<file path="src/rtl/uart_pkg.sv">
// uart_pkg: definitions shared by the UART receiver and transmitter.
//   state_t     receiver FSM states
//   DATA_BITS   payload bits per frame
//   FRAME_BITS  start + data + parity + stop
//   parity_bit  parity bit a transmitter appends to a byte
package uart_pkg;

    localparam int DATA_BITS  = 8;
    localparam int FRAME_BITS = 11;

    typedef enum logic [2:0] {
        IDLE   = 3'd0,
        START  = 3'd1,
        DATA   = 3'd2,
        PARITY = 3'd3,
        STOP   = 3'd4,
        BRK    = 3'd5
    } state_t;

    // odd_neven = 1 gives odd parity: data plus parity bit holds an odd number of ones.
    function automatic logic parity_bit(input logic [DATA_BITS-1:0] data,
                                        input logic                 odd_neven);
        return (^data) ^ odd_neven;
    endfunction

endpackage

</file>
<file path="src/rtl/uart_sync2.sv">
// uart_sync2: two-flop synchroniser for an asynchronous single-bit input.
//   clk    in  sampling clock
//   rst_n  in  synchronous active-low reset; both flops load RST_VAL
//   d      in  asynchronous input
//   q      out synchronised copy of d, two clk cycles late
module uart_sync2 #(
    parameter logic RST_VAL = 1'b1
) (
    input  logic clk,
    input  logic rst_n,
    input  logic d,
    output logic q
);

    logic meta_q;
    logic sync_q;

    always_ff @(posedge clk) begin
        if (!rst_n) begin
            meta_q <= RST_VAL;
            sync_q <= RST_VAL;
        end else begin
            meta_q <= d;
            sync_q <= meta_q;
        end
    end

    assign q = sync_q;

endmodule

</file>
<file path="src/rtl/uart_rx.sv">
// uart_rx: UART receiver, start + 8 data bits (LSB first) + parity + stop.
// Each bit is sampled once at its middle, timed from the synchronised falling
// edge of the start bit.
//   UART_clk      in  clock at OVERSAMPLE x baud
//   rst_n         in  synchronous active-low reset
//   rx            in  asynchronous serial line, idle high
//   data_out      out last received byte, held until the next done tick
//   rx_done_tick  out one-cycle pulse per frame, error frames included
//   parity_err    out parity mismatch on last frame
//   frame_err     out stop bit was 0 on last frame
module uart_rx
    import uart_pkg::*;
#(
    parameter int OVERSAMPLE = 16,
    parameter int ODD_nEVEN  = 1
) (
    input  logic                 UART_clk,
    input  logic                 rst_n,
    input  logic                 rx,
    output logic [DATA_BITS-1:0] data_out,
    output logic                 rx_done_tick,
    output logic                 parity_err,
    output logic                 frame_err
);

    localparam int         SW       = $clog2(OVERSAMPLE);
    localparam logic [SW-1:0] S_HALF = SW'(OVERSAMPLE / 2 - 1);
    localparam logic [SW-1:0] S_LAST = SW'(OVERSAMPLE - 1);
    localparam logic       ODD_BIT  = (ODD_nEVEN != 0);

    logic rx_s;

    uart_sync2 #(.RST_VAL(1'b1)) u_sync (
        .clk   (UART_clk),
        .rst_n (rst_n),
        .d     (rx),
        .q     (rx_s)
    );

    state_t               state_q,  state_d;
    logic [SW-1:0]        s_q,      s_d;
    logic [2:0]           n_q,      n_d;
    logic [DATA_BITS-1:0] shreg_q,  shreg_d;
    logic                 pbit_q,   pbit_d;
    logic [DATA_BITS-1:0] data_q,   data_d;
    logic                 done_q,   done_d;
    logic                 perr_q,   perr_d;
    logic                 ferr_q,   ferr_d;

    always_comb begin
        state_d = state_q;
        s_d     = s_q;
        n_d     = n_q;
        shreg_d = shreg_q;
        pbit_d  = pbit_q;
        data_d  = data_q;
        done_d  = 1'b0;
        perr_d  = perr_q;
        ferr_d  = ferr_q;

        case (state_q)
            IDLE: begin
                if (!rx_s) begin
                    state_d = START;
                    s_d     = '0;
                end
            end

            // Mid start bit: confirms the start and fixes the sampling phase
            // for the rest of the frame (each later sample is one full bit on).
            START: begin
                if (s_q == S_HALF) begin
                    if (rx_s) begin
                        state_d = IDLE;
                    end else begin
                        state_d = DATA;
                        s_d     = '0;
                        n_d     = '0;
                    end
                end else begin
                    s_d = s_q + SW'(1);
                end
            end

            DATA: begin
                if (s_q == S_LAST) begin
                    s_d     = '0;
                    shreg_d = {rx_s, shreg_q[DATA_BITS-1:1]};
                    if (n_q == 3'd7) state_d = PARITY;
                    else             n_d     = n_q + 3'd1;
                end else begin
                    s_d = s_q + SW'(1);
                end
            end

            PARITY: begin
                if (s_q == S_LAST) begin
                    s_d     = '0;
                    pbit_d  = rx_s;
                    state_d = STOP;
                end else begin
                    s_d = s_q + SW'(1);
                end
            end

            // Results load together with the tick, so they stay coherent
            // with it and hold until the next frame completes.
            STOP: begin
                if (s_q == S_LAST) begin
                    s_d     = '0;
                    done_d  = 1'b1;
                    data_d  = shreg_q;
                    perr_d  = (pbit_q != parity_bit(shreg_q, ODD_BIT));
                    ferr_d  = ~rx_s;
                    state_d = rx_s ? IDLE : BRK;
                end else begin
                    s_d = s_q + SW'(1);
                end
            end

            // A line stuck low after a bad stop bit must not start a new frame.
            BRK: begin
                if (rx_s) state_d = IDLE;
            end

            default: state_d = IDLE;
        endcase
    end

    always_ff @(posedge UART_clk) begin
        if (!rst_n) begin
            state_q <= IDLE;
            s_q     <= '0;
            n_q     <= '0;
            shreg_q <= '0;
            pbit_q  <= 1'b0;
            data_q  <= '0;
            done_q  <= 1'b0;
            perr_q  <= 1'b0;
            ferr_q  <= 1'b0;
        end else begin
            state_q <= state_d;
            s_q     <= s_d;
            n_q     <= n_d;
            shreg_q <= shreg_d;
            pbit_q  <= pbit_d;
            data_q  <= data_d;
            done_q  <= done_d;
            perr_q  <= perr_d;
            ferr_q  <= ferr_d;
        end
    end

    assign data_out     = data_q;
    assign rx_done_tick = done_q;
    assign parity_err   = perr_q;
    assign frame_err    = ferr_q;

endmodule

</file>
<file path="config.mk">
export PLATFORM = sky130hd
export DESIGN_NAME = uart_rx
export DESIGN_NICKNAME = d
export VERILOG_FILES = /design/src/rtl/uart_pkg.sv /design/src/rtl/uart_sync2.sv /design/src/rtl/uart_rx.sv
export SDC_FILE = /design/constraint.sdc
export NUM_CORES = 1
export LEC_CHECK = 0
export BUFFER_PORTS_ARGS = -buffer_cell sky130_fd_sc_hd__buf_2
export CORE_MARGIN = 2
export CORE_UTILIZATION = 30
export DETAILED_ROUTE_END_ITERATION = 12
export MAX_ROUTING_LAYER = met4
export PLACE_DENSITY_LB_ADDON = 0.12
export SYNTH_ARGS = -nofsm -noshare
export SYNTH_HDL_FRONTEND = slang
export SYNTH_SLANG_ARGS = --single-unit
</file>
<file path="constraint.sdc">
create_clock -name UART_clk -period 3 [get_ports UART_clk]
set_input_delay 0.45 -clock UART_clk [delete_from_list [all_inputs] [get_ports UART_clk]]
set_output_delay 0.45 -clock UART_clk [all_outputs]
set_load 0.02 [all_outputs]
</file>
==> Word level (Yosys, flattened, before mapping) <==
Cells that the tools add are included.
Widths: inputs -> output; s select.
{ "classes": {"n_addsub": 2, "div_mod_pow": 0, "eq_ne": 18, "shift": 0, "n_reduce_logical": 11, "magnitude_cmp": 0, "mul": 0, "bitwise": 2, "muxes": 20} }
{ "ops": {"columns": ["operator", "count"], "rows": [
  ["$mux 3", 12],
  ["$pmux 3 s6", 1],
  ["$ne 2x2->1 const B", 8],
  ["$mux 4", 3],
  ["$pmux 4 s3", 1],
  ["$eq 3x3->1 const B", 3],
  ["$reduce_and 2->1", 4],
  ["$reduce_xor 8->1", 1],
  ["$reduce_and 7->1", 1],
  ["$eq 3x2->1 const B", 2],
  ["$pmux 3 s2", 1],
  ["$reduce_and 5->1", 1],
  ["$add 4x1->4 const B", 1],
  ["$eq 4x3->1 const B", 1],
  ["$eq 4x4->1 const B", 1],
  ["$add 3x1->3 const B", 1],
  ["$eq 3x1->1 const B", 1],
  ["$logic_not 3->1", 1],
  ["$reduce_bool 3->1", 1],
  ["$reduce_or 3->1", 1],
  ["$mux 2", 1],
  ["$ne 2x1->1 const B", 1],
  ["$not 1->1", 2],
  ["$reduce_bool 2->1", 1],
  ["other kinds (2)", 2]
]} }
{ "word_totals": {"ff_bits": 32, "inputBits": 3, "ram_bits": 0, "n_memories": 0, "word_cells": 64, "latch_bits": 0, "output_inout_bits": 11, "mem_bits_ro": 0} }

==> Longest topological paths before layout <==
{ "depth": {"word_depth": 4, "ltp_mapped": 7, "mapped_depth_nobuf": 7} }

==> Modules after synthesis <==
A second synthesis with hierarchy kept.
{ "unflattened": {"hier_cells": 166, "hier_area_um2": 1537.7} }
{ "by_module_without_submodules": {"columns": ["mod", "seq_area_each_um2", "area_per_inst_um2", "n_inst", "cells_each"], "rows": [
  ["uart_rx", 600.6, 1485.2, 1, 162],
  ["uart_sync2", 40.0, 52.6, 1, 4]
]} }

==> Worst setup path after synthesis <==
OpenSTA, ideal clock, no wires.
{ "synth_path": {"kind": "register to register", "start": "register s_q[0]", "end": "register state_q[0]", "period_less_slack_ns": 1.561, "setup_time_ns": 0.071, "path_buffers": 0, "arrival_ns": 1.490, "required_time_ns": 2.929, "setup_slack_ns": 1.439, "path_stages_with_launch": 7, "cell_sequence": "dfxtp_1 ha_1 nand2_4 o211ai_4 o211ai_4 or3_1 a21oi_1"} }
{ "synth_via": {"elab_chain_cells": 3, "elab_cells_between_ends": 7, "classes_between": "eq/ne (6); reduce/logical (1)"} }
{ "synth_lines": {"columns": ["element", "line_no", "source"], "rows": [
  ["start: declaration", "uart_rx.sv:41", "logic [SW-1:0] s_q, s_d;"],
  ["start signal: assignment", "uart_rx.sv:133", "s_q <= '0;"],
  ["start signal: assignment", "uart_rx.sv:143", "s_q <= s_d;"],
  ["$eq 4x4->1 / $eq 4x3->1 (equally long branches)", null, null],
  ["$ne 2x2->1 (no source line)", null, null],
  ["$reduce_and 7->1 (no source line) *", null, null],
  ["end signal: assignment", "uart_rx.sv:142", "state_q <= state_d;"],
  ["end: declaration", "uart_rx.sv:40", "state_t state_q, state_d;"]
]} }
Every way passes the cells marked *; elsewhere a longest branch is shown, timed or not.
A chain may end at the register's enable or synchronous reset.

==> Final worst setup path <==
{ "layout_path": {"start": "register s_q[0]", "end": "register data_q[6], in the netlist data_out[6]"} }
{ "layout_via": {"elab_chain_cells": 2} }
{ "layout_lines": {"columns": ["element", "line_no", "source"], "rows": [
  ["$eq 4x4->1", "uart_rx.sv:109", "if (s_q == S_LAST) begin"],
  ["$reduce_and 2->1 (no source line)", null, null],
  ["end signal: assignment", "uart_rx.sv:147", "data_q <= data_d;"],
  ["end: declaration", "uart_rx.sv:45", "logic [DATA_BITS-1:0] data_q, data_d;"]
]} }
No other way between the ends.

==> flow_summary.json <==
{
  "fmax_ghz": 0.4769,
  "cts-root-buf": "clkbuf_8",
  "final_cells": 261,
  "critPathMaxFanout": 14,
  "cp_slowest_cell": "and3_1",
  "endpoint_kind": "register",
  "fill_cells": 512,
  "worst_slew_pin_slew_ns": 0.7847,
  "rr_startpoint": "s_q[0]",
  "synth_flop_cell": "dfxtp_1",
  "sw_frac_of_total_pct": 20.71,
  "setup_viol": 0,
  "maxCapViolCount": 0,
  "min-delay-start": "rx",
  "ioPinCount": 14,
  "cts_buffers": 5,
  "critPathTopFamily": "simple AND/OR/NAND/NOR gates",
  "antenna_cells": 0,
  "antenna_left": 0,
  "fin_crit_ns": 2.097,
  "drc": 0,
  "drt_iter0_drc": 105,
  "syn_area_per_cell_um2": 8.109,
  "final_nets": 200,
  "max-slew-margin-rel_pct": 47.50,
  "cts_resized": 0,
  "grt_pass1_wl_um": 5395,
  "worst-path-buf-inv": 0,
  "fp-row-count": 25,
  "grtUsageTotal_pct": 13.14,
  "viasPerCell": 4.893,
  "max_stage_delay_ns": 0.56,
  "cts.sinks": 32,
  "post_cts_buffers": 0,
  "hold_viol": 0,
  "cts-hold-fix-buffers": 0,
  "dieArea_mm2": 0.005525,
  "worst_ep_required_time_ns": 3.13,
  "seqPwrFrac_pct": 53.3,
  "switchingPower_uw": 167.2,
  "area_growth_pct": 14.08,
  "yosysWarningCount": 0,
  "rsz0062_at_grt": "false",
  "grt_max_degree": 28,
  "die_x_um": 74.33,
  "firstDrtPassIters": 5,
  "drive_gt1_share_pct": 12.89,
  "outcome": "finished clean",
  "crit_type": "reg2reg",
  "portBuffers": 13,
  "antenna_found_initial": 0,
  "critical_path.startpoint": "s_q[0]",
  "finalClockSkew_ns": 0.004142,
  "grt_overflow_total": 0,
  "htree_num_levels": 2,
  "finalCritPeriodShare_pct": 69.90,
  "synth.net_count": 189,
  "powerDensity_mw_per_mm2": 477.0,
  "cts_tree": "done",
  "clk_pin_slew_ns": 0.07,
  "ir_drop_uv": 217.4,
  "fp.dieH_um": 74.33,
  "gp_congestion": 0.8481,
  "synthArstFlopShare_pct": 0,
  "synth_edf_count": 0,
  "start_util_pct": 31.21,
  "p_comb_share_pct": 3.1,
  "via_count": 1277,
  "placeableCoreArea_mm2": 0.004755,
  "placed_cells": 254,
  "holdCritPathClass": "in2reg",
  "synth.distinct_cells": 32,
  "worstPathArrival_ns": 2.23,
  "hold_ws_ns": 0.3681,
  "grt_pass1_vias": 1106,
  "finalSetupTns_ns": 0,
  "slew_violations": 0,
  "leakage_nw": 0.6311,
  "path_cells": "ha_1 -> and3_1 -> nand3_1 -> nand2_1 -> a21oi_1",
  "dp_hpwl_um": 2239,
  "synthesis.area_mm2": 0.001484,
  "wirelength_um": 3294,
  "worstSkewPairLatency_ns": 0.27,
  "cts_buffer_depth": 2,
  "intPower_uw": 640.2,
  "ys_ff_latch": 32,
  "setup.worst_path.start_class": "register",
  "syn_inst": 183,
  "clock_power_share_pct": 43.6,
  "yosysSeqAreaShare_pct": 43.17,
  "wl_per_cell_um": 12.62
}
## kinds of logic after synthesis
kind of cell               count (synthesis)  synth area share (%)
AOI/OAI and AO/OA                         50                 20.99
xor gates and xnor gates                   8                 4.722
adders and majority gates                  3                 2.530
buffers and inverters                     14                 3.962
DFF                                       32                 43.17
muxes                                      2                 1.349
and+or+nand+nor                           74                 23.27
## stage by stage
stage                     power (mW)  cell area [µm²]  util, %  worst slack, ns
after global placement        0.4649             1597    33.58           0.8813
after CTS                     0.8208             1693    35.61           0.8334
after floorplan               0.4579             1484        -            1.439
after detailed placement      0.4653             1597    33.58           0.8872
final                         0.8074             1693    35.61           0.9031
after global routing          0.8415             1693    35.61           0.7325
## cells in the final DEF, fill, tap and decap left out, types with 2 or more instances in the layout
master / Yosys / routed
dfxtp_1: 32 / 32
and3_1: 2 / 2
nand2b_1: 3 / 3
nand3_1: 12 / 12
mux2i_1: 2 / 2
nor2_1: 10 / 10
nand4_1: 2 / 2
xnor2_1: 6 / 6
xor2_1: 2 / 2
a31oi_1: 2 / 2
ha_1: 3 / 3
a211oi_1: 3 / 3
nor2b_1: 2 / 2
nor3_1: 4 / 4
inv_1: 3 / 3
buf_2: 5 / 13
a21oi_1: 30 / 30
nand2_1: 32 / 32
o211ai_4: 2 / 2
and2_1: 2 / 2
nor3b_1: 2 / 2
clkbuf_8: 0 / 7
o22ai_1: 2 / 2
o21ai_0: 7 / 7
## final cells by class
cell class,instances,area [µm²],share of cell area (%)
Tap cell,67,83.83,4.952
Sequential cell,32,640.6,37.84
Multi-Input combinational cell,137,784.5,46.34
Timing Repair Buffer,14,72.57,4.287
Inverter,4,15.01,0.8869
Clock buffer,7,96.34,5.691
## power groups by stage
stage	Clock (mW)	Sequential (mW)	Combinational (mW)
after detailed placement	0	0.440	0.0250
after global placement	0	0.440	0.0247
final	0.352	0.431	0.0249
after floorplan	0	0.438	0.0202
after global routing	0.382	0.431	0.0282
after CTS	0.365	0.431	0.0251
## Yosys cell counts (2+ instances only)
| cell | count | area [µm²] |
|---|---|---|
| o211ai_4 | 2 | 42.54 |
| clkbuf_1 | 5 | 18.77 |
| o22ai_1 | 2 | 12.51 |
| and3_1 | 2 | 12.51 |
| a211oi_1 | 3 | 22.52 |
| inv_1 | 3 | 11.26 |
| ha_1 | 3 | 37.54 |
| nand2_1 | 32 | 120.1 |
| a21oi_1 | 30 | 150.1 |
| xor2_1 | 2 | 17.52 |
| and2_1 | 2 | 12.51 |
| nor3b_1 | 2 | 15.01 |
| a31oi_1 | 2 | 12.51 |
| o21ai_0 | 7 | 35.03 |
| buf_2 | 5 | 25.02 |
| nor2_1 | 10 | 37.54 |
| nor2b_1 | 2 | 12.51 |
| dfxtp_1 | 32 | 640.6 |
| xnor2_1 | 6 | 52.55 |
| nor3_1 | 4 | 20.02 |
| nand2b_1 | 3 | 18.77 |
| nand3_1 | 12 | 60.06 |
| nand4_1 | 2 | 12.51 |
| mux2i_1 | 2 | 20.02 |
## state kept, by name, indices dropped and copies added (netlist names)
register	count
data_out	8
u_sync.q	1
frame_err	1
state_q	3
rx_done_tick	1
s_q	4
parity_err	1
pbit_q	1
shreg_q	8
n_q	3
u_sync.meta_q	1
## layer usage
metal	track usage, %	vias up	wire length (µm)
met3	3.252	2	134
met1	18.17	594	1668
met5	-	-	0
met2	18.85	24	1474
li1	-	657	-
met4	4.167	0	17
## worst register-to-register path, stage by stage, from the launching register on
cell	delay [ns]
dfxtp_1	0.39
ha_1	0.28
and3_1	0.56
nand3_1	0.47
nand2_1	0.19
a21oi_1	0.08
## path summary, 6_finish.rpt
| check | slack, ns | cells after the start | to |
|---|---|---|---|
| setup / recovery | 0.90 | 5 | data_out[6] |
| hold / removal | 0.37 | 2 | u_sync.meta_q |
| setup reg to reg | 0.90 | 5 | data_out[6] |
| hold reg to reg | 0.42 | 1 | u_sync.q |
(Power assumes the default switching activity.)
